File: src/rtl/uart_rx_frame.sv
// Oversampling UART receive front end: start-bit glitch filter, 3-sample
// majority vote per bit, LSB-first data, optional parity and stop-bit checks.
module uart_rx_frame #(
    parameter int WIDTH = 8
) (
    input  logic             CLK,
    input  logic             RST,
    input  logic             RX_IN,
    input  logic [5:0]       prescale,
    input  logic             parity_enable,
    input  logic             parity_type,
    output logic [WIDTH-1:0] P_DATA,
    output logic             data_valid,
    output logic             parity_error,
    output logic             stop_error
);

    localparam int              BCW      = (WIDTH > 1) ? $clog2(WIDTH) : 1;
    localparam logic [BCW-1:0]  LAST_BIT = BCW'(WIDTH - 1);

    typedef enum logic [2:0] {
        S_IDLE,
        S_START,
        S_DATA,
        S_PARITY,
        S_STOP
    } state_t;

    state_t r_state;
    state_t w_next_state;

    logic [5:0]       r_p;
    logic             r_par_en;
    logic             r_par_type;
    logic [5:0]       r_edge_cnt;
    logic [BCW-1:0]   r_bit_cnt;
    logic [2:0]       r_smp;
    logic [WIDTH-1:0] r_shift;
    logic             r_par_fail;
    logic [WIDTH-1:0] r_p_data;
    logic             r_data_valid;
    logic             r_parity_error;
    logic             r_stop_error;

    logic [5:0]       w_p_sel;
    logic [5:0]       w_half;
    logic             w_last_edge;
    logic             w_start_det;
    logic             w_maj;
    logic             w_exp_par;
    logic             w_dv_d;
    logic             w_perr_d;
    logic             w_serr_d;

    // Unsupported oversampling ratios fall back to 8.
    always_comb begin
        case (prescale)
            6'd16:   w_p_sel = 6'd16;
            6'd32:   w_p_sel = 6'd32;
            default: w_p_sel = 6'd8;
        endcase
    end

    assign w_half      = r_p >> 1;
    assign w_last_edge = (r_edge_cnt == (r_p - 6'd1));
    assign w_start_det = (r_state == S_IDLE) && !RX_IN;
    assign w_maj       = (r_smp[0] & r_smp[1]) | (r_smp[0] & r_smp[2]) | (r_smp[1] & r_smp[2]);
    assign w_exp_par   = r_par_type ? ~^r_shift : ^r_shift;

    // State register.
    always_ff @(posedge CLK) begin
        // NOTE: sequential state uses non-blocking assignments so every flop
        // samples pre-edge values regardless of statement order.
        if (RST) begin
            r_state <= S_IDLE;
        end else begin
            r_state <= w_next_state;
        end
    end

    // Next-state logic.
    always_comb begin
        // NOTE: default first so no path leaves the target unassigned (no latch).
        w_next_state = r_state;
        case (r_state)
            S_IDLE: begin
                if (!RX_IN) begin
                    w_next_state = S_START;
                end
            end
            S_START: begin
                if (w_last_edge) begin
                    w_next_state = w_maj ? S_IDLE : S_DATA;
                end
            end
            S_DATA: begin
                if (w_last_edge && (r_bit_cnt == LAST_BIT)) begin
                    w_next_state = r_par_en ? S_PARITY : S_STOP;
                end
            end
            S_PARITY: begin
                if (w_last_edge) begin
                    w_next_state = S_STOP;
                end
            end
            S_STOP: begin
                if (w_last_edge) begin
                    w_next_state = S_IDLE;
                end
            end
            default: w_next_state = S_IDLE;
        endcase
    end

    // Result decode at the stop bit's commit edge; registered below.
    always_comb begin
        w_dv_d   = 1'b0;
        w_perr_d = 1'b0;
        w_serr_d = 1'b0;
        if ((r_state == S_STOP) && w_last_edge) begin
            w_serr_d = !w_maj;
            w_perr_d = r_par_fail;
            w_dv_d   = !r_par_fail && w_maj;
        end
    end

    // Datapath: counters, samples, shift register, flags and registered outputs.
    always_ff @(posedge CLK) begin
        // NOTE: every register is reset explicitly; there is no array storage here.
        if (RST) begin
            r_p            <= 6'd8;
            r_par_en       <= 1'b0;
            r_par_type     <= 1'b0;
            r_edge_cnt     <= '0;
            r_bit_cnt      <= '0;
            r_smp          <= '0;
            r_shift        <= '0;
            r_par_fail     <= 1'b0;
            r_p_data       <= '0;
            r_data_valid   <= 1'b0;
            r_parity_error <= 1'b0;
            r_stop_error   <= 1'b0;
        end else begin
            r_data_valid   <= w_dv_d;
            r_parity_error <= w_perr_d;
            r_stop_error   <= w_serr_d;
            if (w_dv_d) begin
                r_p_data <= r_shift;
            end

            // The start-detect cycle is edge 0, so the START state begins at edge 1.
            if (r_state == S_IDLE) begin
                r_edge_cnt <= w_start_det ? 6'd1 : 6'd0;
                r_bit_cnt  <= '0;
            end else begin
                r_edge_cnt <= w_last_edge ? 6'd0 : (r_edge_cnt + 6'd1);
            end

            if (w_start_det) begin
                r_p        <= w_p_sel;
                r_par_en   <= parity_enable;
                r_par_type <= parity_type;
                r_par_fail <= 1'b0;
            end

            if (r_state != S_IDLE) begin
                if (r_edge_cnt == (w_half - 6'd1)) r_smp[0] <= RX_IN;
                if (r_edge_cnt == w_half)          r_smp[1] <= RX_IN;
                if (r_edge_cnt == (w_half + 6'd1)) r_smp[2] <= RX_IN;
            end

            if ((r_state == S_DATA) && w_last_edge) begin
                r_shift   <= {w_maj, r_shift[WIDTH-1:1]};
                r_bit_cnt <= (r_bit_cnt == LAST_BIT) ? '0 : (r_bit_cnt + 1'b1);
            end

            if ((r_state == S_PARITY) && w_last_edge && (w_maj != w_exp_par)) begin
                r_par_fail <= 1'b1;
            end
        end
    end

    assign P_DATA       = r_p_data;
    assign data_valid   = r_data_valid;
    assign parity_error = r_parity_error;
    assign stop_error   = r_stop_error;

endmodule

File: config.mk
export PLATFORM = sky130hd
export DESIGN_NAME = uart_rx_frame
export DESIGN_NICKNAME = d
export VERILOG_FILES = /design/src/rtl/uart_rx_frame.sv
export SDC_FILE = /design/constraint.sdc
export NUM_CORES = 1
export LEC_CHECK = 0
export ABC_CLOCK_PERIOD_IN_PS = 2450
export CAP_MARGIN = 20
export CORE_MARGIN = 1
export CORE_UTILIZATION = 38
export DETAILED_ROUTE_END_ITERATION = 6
export GPL_TIMING_DRIVEN = 0
export PLACE_DENSITY = 0.65
export SETUP_SLACK_MARGIN = 0.02
export SYNTH_ARGS = -nofsm -noshare
export SYNTH_HDL_FRONTEND = slang
export SYNTH_SLANG_ARGS = --single-unit
File: constraint.sdc
create_clock -name CLK -period 2.45 [get_ports CLK]
set_input_delay 0.3675 -clock CLK [delete_from_list [all_inputs] [get_ports CLK]]
set_output_delay 0.3675 -clock CLK [all_outputs]
set_load 0.01 [all_outputs]
After elaboration in Yosys (flattened, before gate mapping)
Index checks and enable logic that the tools add are counted.
- multiply operators: 0
- reduce and logical (&&, ||, !) cells: 21
- bitwise gates (word level): 6
- divide/modulo/power cells: 0
- equality and inequality tests: 17
- shift operators: 0
- add/sub/neg operators: 5
- multiplexer cells: 19
- magnitude comparators: 0
- operators with widths (cell ; number):
    3-bit 2-to-1 mux ; 9
    6-bit equality test ; 3
    3-bit one-hot mux with 5 select lines ; 1
    6-bit 2-to-1 mux ; 2
    6-bit one-hot mux with 2 select lines ; 1
    2-bit != test, second input constant ; 5
    8-bit XNOR reduction ; 1
    8-bit XOR reduction ; 1
    1-bit logical AND ; 7
    5-bit by 1-bit adder with 6-bit output, second input constant ; 1
    6-bit by 1-bit adder with 6-bit output, second input constant ; 1
    3-bit by 2-bit equality test with 1-bit output, second input constant ; 2
    3-bit equality test, second input constant ; 2
    6-bit by 5-bit equality test with 1-bit output ; 1
    6-bit by 5-bit equality test with 1-bit output, second input constant ; 1
    6-bit equality test, second input constant ; 1
    2-bit AND reduction ; 3
    5-bit by 1-bit subtractor with 6-bit output, second input constant ; 1
    6-bit by 1-bit subtractor with 6-bit output, second input constant ; 1
    1-bit 2-to-1 mux ; 5
    5-bit AND reduction ; 1
    2-bit nonzero test ; 2
    3-bit by 1-bit adder with 3-bit output, second input constant ; 1
    1-bit AND ; 3
    9 further kinds ; 12
- bits in registers: 43
- bits in read-only memories: 0
- bits in writable memories: 0
- memories kept: 0
- output and inout bits: 11
- bits in latches: 0

Logic depth before layout (Yosys ltp)
Gate-level depths: netlist (run 1).
- depth after elaboration: 6
- depth in mapped cells: 7
- depth with buffers taken out: 6

Worst setup path after synthesis (run 1)
Ideal clock, no wire load.
- path kind: register to register
- start point: register r_p[3]
- end point: register r_edge_cnt[0]
- data arrival time: 1802 ps
- data required time: 2375 ps
- path slack: 573 ps
- period minus slack after synthesis: 1877 ps
- cell stages (with the launch flop): 8
- buffers on the path: 1
- cells stage by stage: dfxtp_1 > inv_1 > ha_1 > xnor3_1 > and4_4 > or3_1 > buf_2 > o22ai_2
- longest elaborated chain between the ends: 4
- ends and longest elaborated chain (element ; line ; source):
    start, declared ; 32 ; logic [5:0] r_p;
    start signal, assigned ; 160 ; r_p <= w_p_sel;
    6-bit by 1-bit subtractor with 6-bit output ; 65 ; assign w_last_edge = (r_edge_cnt == (r_p - 6'd1));
    6-bit equality test ; 65 ;
    6-bit 2-to-1 mux ; 156 ; r_edge_cnt <= w_last_edge ? 6'd0 : (r_edge_cnt + 6'd1);
    6-bit 2-to-1 mux ; 152 ; if (r_state == S_IDLE) begin
    end signal, assigned ; 153 ; r_edge_cnt <= w_start_det ? 6'd1 : 6'd0;
    end signal, assigned ; 156 ;
    end, declared ; 35 ; logic [5:0] r_edge_cnt;
No other way between the ends.
A chain may end at the register's enable or synchronous reset.

Worst setup path after layout (run 1)
- start point: register r_p[3]
- end point: register r_p_data[1] (netlist: P_DATA[1])
- longest elaborated chain between the ends: 4
- ends and longest elaborated chain (element ; line ; source):
    6-bit by 1-bit subtractor with 6-bit output ; 65 ;
    6-bit equality test ; 65 ;
    1-bit logical AND ; 120 ; if ((r_state == S_STOP) && w_last_edge) begin
    1-bit 2-to-1 mux ; 120 ;
    end signal, assigned ; 148 ; r_p_data <= r_shift;
    end, declared ; 40 ; logic [WIDTH-1:0] r_p_data;
No other way between the ends.

==> results of run 1 <==
## synth_stat cells
cell type and instances:
xor2_1 7, or3_1 2, a32oi_1 1, a31o_2 1, or3b_1 2, nand3_1 19, nor3_1 4, nand2_1 9
a21boi_0 2, ha_1 6, inv_1 10, a22o_1 1, dfxtp_1 40, o22ai_2 1, a211o_1 1, o21ai_0 20
xnor2_1 13, maj3_1 1, and3_1 3, and2_1 2, and4_1 1, xnor3_1 2, nand4b_1 4, nand4_1 5
mux2i_1 1, o41ai_1 1, o31ai_1 3, a21oi_1 27, nor3b_2 1, nor4_1 2, and4_4 1, nand2b_1 3
nor4b_1 1, buf_2 2, nor2_1 11, o211ai_1 1, clkbuf_1 13, nand3b_1 2
## layer usage
layer,wire (um),vias up,global-route usage [%]
li1,-,850,-
met1,2200,782,23.9
met2,1830,45,25.7
met3,184,10,4.12
met4,62,0,5.77
met5,0,-,0
## per-stage QoR
stage | setup WS (ns) | utilization, % | hold slack, ns
after floorplan | 0.573 | - | 0.449
final | 0.272 | 47.8 | 0.472
after global placement | 0.343 | 46.2 | 0.462
after detailed placement | 0.287 | 46.2 | 0.465
after CTS | 0.275 | 47.8 | 0.475
after global routing | 0.107 | 47.8 | 0.496
## sequential cells by signal, summed over array words and instances (netlist names)
| signal | count |
|---|---|
| P_DATA | 8 |
| data_valid | 1 |
| parity_error | 1 |
| r_bit_cnt | 3 |
| r_edge_cnt | 6 |
| r_p | 3 |
| r_par_en | 1 |
| r_par_fail | 1 |
| r_par_type | 1 |
| r_shift | 8 |
| r_smp | 3 |
| r_state | 3 |
| stop_error | 1 |
## critical path: cells and delay by family (launching register included)
family          cells  cell delay (ns)
flops               1             0.45
buf+inv             2             0.46
xor+xnor            1             0.35
compound gates      2             0.34
fa+ha+maj           1             0.24
simple gates        1             0.25
## final cells by class
class | instances | area, sq um | share of cell area, %
clock inverters | 1 | 5.00 | 0.216
well taps | 67 | 83.8 | 3.62
plain buffers | 15 | 58.8 | 2.54
flip-flops and latches | 40 | 801 | 34.6
repair buffers | 20 | 200 | 8.64
multi-input cells | 161 | 1060 | 45.7
clock buffers | 6 | 72.6 | 3.13
inverters | 10 | 37.5 | 1.62
## cell families after synthesis
| kind of cell | synth area share (%) |
|---|---|
| compound gates | 17.2 |
| xor+xnor | 11.3 |
| fa+ha+maj | 4.35 |
| buf+inv | 4.93 |
| flops | 41.0 |
| mux | 0.512 |
| simple gates | 20.7 |
## power by group
part / internal, mW / switching (mW) / total [mW]
Clock: 0.194 / 0.222 / 0.416
Combinational: 0.133 / 0.206 / 0.339
Sequential: 0.684 / 0.0398 / 0.724
## path summary, 6_finish.rpt
path	startpoint	to	slack [ns]
hold reg to reg	r_par_type	r_par_type	0.47
setup / recovery	r_p[3]	P_DATA[1]	0.27
hold / removal	r_par_type	r_par_type	0.47
setup reg to reg	r_p[3]	P_DATA[1]	0.27
==> flow_metrics.py, run 1 <==
metrics = {
    "status": {
        "status": "finished clean",
    },
    "route": {
        "viasPerCell": 5.27,
        "drt_first_pass_iters": 4,
        "wire_per_inst_um": 13.4,
        "vias": 1687,
        "initialDrtViolationCount": 77,
        "drtAntennaViolNets": 0,
        "drc": 0,
        "wl_um": 4280,
    },
    "placed_design": {
        "place_hpwl_um": 3040,
        "dp_cells": 313,
        "portBuffers": 20,
        "gp_congestion": 0.810,
        "dpl-instance-area_sq_mm": 0.00224,
    },
    "grt": {
        "grt_first_pass_wirelength_um": 7020,
        "grt_usage_pct": 17.1,
        "grt_pass1_vias": 1474,
        "antenna_found_initial": 0,
        "grt_max_degree": 12,
        "overflow": 0,
    },
    "power": {
        "total_power_mw": 1.48,
        "leakage_nw": 0.777,
        "power.density_mw_per_mm2": 638,
        "vdd_drop_max_mv": 0.401,
    },
    "worst_setup_path": {
        "critPathLaunchType": "flip-flop",
        "end_kind": "flip-flop",
        "crit_type": "flip-flop to flip-flop",
        "slowest_delay_ns": 0.45,
        "cp.arrival_ns": 2.39,
        "crit_chain": "inv_1, ha_1, xnor3_1, nand4_1, clkbuf_1, o21ai_0, a21oi_1",
        "rr_worst_depth": 7,
        "crit_fanout": 10,
        "crit_slowest_cell": "dfxtp_1",
        "critPathRequiredTime_ns": 2.66,
    },
    "sta": {
        "finalSetupViolCount": 0,
        "hold_viol": 0,
        "max_freq_ghz": 0.459,
        "slew_violations": 0,
        "finalSetupTns_ns": 0,
        "rsz0062_at_grt": "no",
        "fin_skew_ns": 0.00819,
        "tightestPinTransition_ns": 0.564,
        "post-route-period-util_pct": 88.9,
        "slew_headroom_pct": 62.4,
        "fin_crit_ns": 2.18,
    },
    "yosys": {
        "synth_nets": 243,
        "ys_types": 38,
        "synth_largest_area_cell": "dfxtp_1",
        "ys_seq_elements": 40,
        "ys_top_cells_by_area": "dfxtp_1 41%, a21oi_1 6.9%, xnor2_1 5.8%, o21ai_0 5.1%, nand3_1 4.9%",
        "synth_cells": 226,
        "syn_area_sq_mm": 0.00195,
        "syn_avg_cell_area_sq_um": 8.65,
        "synth_top_area_share_pct": 41.0,
        "ys_seq_area_share_pct": 41.0,
        "yosysWarnings": 0,
    },
    "cts": {
        "cts.sinks": 40,
        "clk_latency_ns": 0.29,
        "cts_setup_buffers": 0,
        "clkTransAtPathRegs_ns": 0.08,
        "cts_hold_buf": 0,
        "clockRootBuffer": "clkbuf_8",
        "cts_buffer_depth": 2,
        "h-tree-depth": 2,
        "post_cts_resize_count": 0,
        "cts_buffers": 5,
        "cts_tree": "done",
    },
    "floorplan": {
        "die_y_um": 73.7,
        "core_sq_mm": 0.00485,
        "die_w_um": 73.7,
        "io_pins": 22,
        "initial_utilization_pct": 40.3,
        "die_area_sq_mm": 0.00543,
        "num_rows": 25,
    },
    "run": {
        "max_cap_violations": 0,
    },
    "finish": {
        "n_fill_cell": 488,
        "finalNetCount": 270,
        "layout_common_cells": "40 x dfxtp_1, 27 x a21oi_1, 20 x o21ai_0, 20 x clkdlybuf4s50_1, 19 x nand3_1",
        "layout_commonest_cell": "dfxtp_1",
        "diodes": 0,
        "drive_above_1_share_pct": 4.74,
        "syn2layout_area_growth_pct": 18.5,
        "finalInstanceArea_sq_mm": 0.00232,
        "instances_no_fill": 320,
    },
    "worst_hold_path": {
        "min-delay-path-class": "flip-flop to flip-flop",
        "hold_path_depth": 2,
    },
}
Note: power is estimated with default switching activity, not from simulation.
==> run 2, diff against run 1 <==
--- a/config.mk
+++ b/config.mk
@@ -7,7 +7,7 @@
 export LEC_CHECK = 0
 export ABC_CLOCK_PERIOD_IN_PS = 2450
 export CAP_MARGIN = 20
-export CORE_MARGIN = 1
+export CORE_MARGIN = 4
 export CORE_UTILIZATION = 38
 export DETAILED_ROUTE_END_ITERATION = 6
 export GPL_TIMING_DRIVEN = 0
==> run 2 against run 1 <==
  * Via count is 0.53% lower
  * Sequential power hardly changed
  * Fmax is 3.1% higher
  * Cell count is 0.31% higher
  * Hold slack hardly changed
  * Power is 7.7% higher
  * Critical path depth stayed put
  * Sequential cell count stayed put
  * Clock-buffer cell count stayed put
  * Global-route usage is 2.1 points lower
  * Largest cell class unchanged
  * Largest power group unchanged
==> flow_metrics.py, run 2 (same netlist as run 1, synthesis figures left out) <==
metrics = {
    "floorplan": {
        "die_area_sq_mm": 0.00635,
        "core_sq_mm": 0.00485,
        "initial_utilization_pct": 40.3,
        "io_pins": 22,
        "die_w_um": 79.7,
        "die_y_um": 79.7,
        "num_rows": 25,
    },
    "sta": {
        "tightestPinTransition_ns": 0.573,
        "finalSetupTns_ns": 0,
        "rsz0062_at_grt": "no",
        "fin_crit_ns": 2.11,
        "slew_headroom_pct": 61.8,
        "fin_skew_ns": 0.00668,
        "max_freq_ghz": 0.473,
        "post-route-period-util_pct": 86.3,
        "hold_viol": 0,
        "slew_violations": 0,
        "finalSetupViolCount": 0,
    },
    "route": {
        "drc": 0,
        "vias": 1678,
        "wire_per_inst_um": 13.4,
        "wl_um": 4310,
        "drtAntennaViolNets": 0,
        "initialDrtViolationCount": 117,
        "viasPerCell": 5.23,
        "drt_first_pass_iters": 4,
    },
    "worst_setup_path": {
        "crit_chain": "inv_1, ha_1, xnor3_1, nand4_1, clkbuf_1, o21ai_0, a21oi_1",
        "crit_type": "flip-flop to flip-flop",
        "critPathRequiredTime_ns": 2.67,
        "critPathLaunchType": "flip-flop",
        "end_kind": "flip-flop",
        "slowest_delay_ns": 0.44,
        "crit_fanout": 10,
        "cp.arrival_ns": 2.34,
        "crit_slowest_cell": "dfxtp_1",
    },
    "power": {
        "total_power_mw": 1.59,
        "power.density_mw_per_mm2": 679,
        "leakage_nw": 0.791,
        "vdd_drop_max_mv": 0.347,
    },
    "cts": {
        "clkTransAtPathRegs_ns": 0.08,
        "post_cts_resize_count": 0,
        "clk_latency_ns": 0.29,
        "cts_buffers": 5,
        "cts_buffer_depth": 2,
        "clockRootBuffer": "clkbuf_8",
        "cts.sinks": 40,
        "cts_hold_buf": 0,
        "h-tree-depth": 2,
        "cts_tree": "done",
        "cts_setup_buffers": 0,
    },
    "finish": {
        "syn2layout_area_growth_pct": 20.0,
        "finalNetCount": 270,
        "fin_util_pct": 48.4,
        "diodes": 0,
        "layout_commonest_cell": "dfxtp_1",
        "drive_above_1_share_pct": 5.12,
        "instances_no_fill": 321,
        "layout_common_cells": "40 x dfxtp_1, 27 x a21oi_1, 20 x o21ai_0, 20 x clkdlybuf4s50_1, 19 x nand3_1",
    },
    "grt": {
        "antenna_found_initial": 0,
        "grt_max_degree": 13,
        "grt_first_pass_wirelength_um": 7520,
        "grt_pass1_vias": 1645,
        "grt_usage_pct": 15.0,
        "overflow": 0,
    },
    "status": {
        "status": "finished clean",
    },
    "placed_design": {
        "gp_congestion": 0.802,
        "portBuffers": 20,
        "place_hpwl_um": 3100,
        "dp_cells": 313,
    },
    "run": {
        "max_cap_violations": 0,
    },
    "worst_hold_path": {
        "min-delay-path-class": "flip-flop to flip-flop",
    },
}
==> run 2: final timing paths <==
path / from / endpoint / slack, ns / depth (start not counted)
setup / recovery: r_p[3] / P_DATA[2] / 0.34 / 7
hold reg to reg: r_par_type / r_par_type / 0.47 / 2
setup reg to reg: r_p[3] / P_DATA[2] / 0.34 / 7
hold / removal: r_par_type / r_par_type / 0.47 / 2
==> run 2: per-layer routing <==
metal  track usage [%]  share of wire, %
met5                 0                 0
met4              6.19              0.63
met2              22.4                44
met3              3.84               4.9
met1              20.5                50
==> run 2: final cells by class <==
type                            instances  area [sq um]
Timing Repair Buffer                   20           200
Buffer                                 15          58.8
Fill cell                             485          2500
Multi-Input combinational cell        161          1060
Sequential cell                        40           801
Tap cell                               67          83.8
Clock buffer                            6          72.6
Inverter                               10          37.5
Clock inverter                          2          35.0
==> run 2: critical path: cells and delay by family, from the launching register on <==
family,cells,cell delay [ns]
adder cells (fa/ha/maj),1,0.24
AND/OR/NAND/NOR,1,0.24
flip-flops,1,0.44
buffers and inverters,2,0.47
AO/OA/AOI/OAI,2,0.31
XOR/XNOR,1,0.35
==> run 2: per-stage QoR <==
step	hold slack [ns]	setup slack (ns)	instance area [sq um]
6_report	0.472	0.337	2350
5_1_grt	0.509	0.0484	2350
4_1_cts	0.477	0.314	2350
3_5_place_dp	0.465	0.335	2240
3_3_place_gp	0.462	0.345	2240
2_1_floorplan	0.449	0.573	1950
==> run 2: where the power goes <==
| group | internal (mW) | switching [mW] | leakage, nW |
|---|---|---|---|
| logic | 0.133 | 0.203 | 0.413 |
| registers | 0.684 | 0.0396 | 0.323 |
| clock network | 0.302 | 0.229 | 0.0552 |
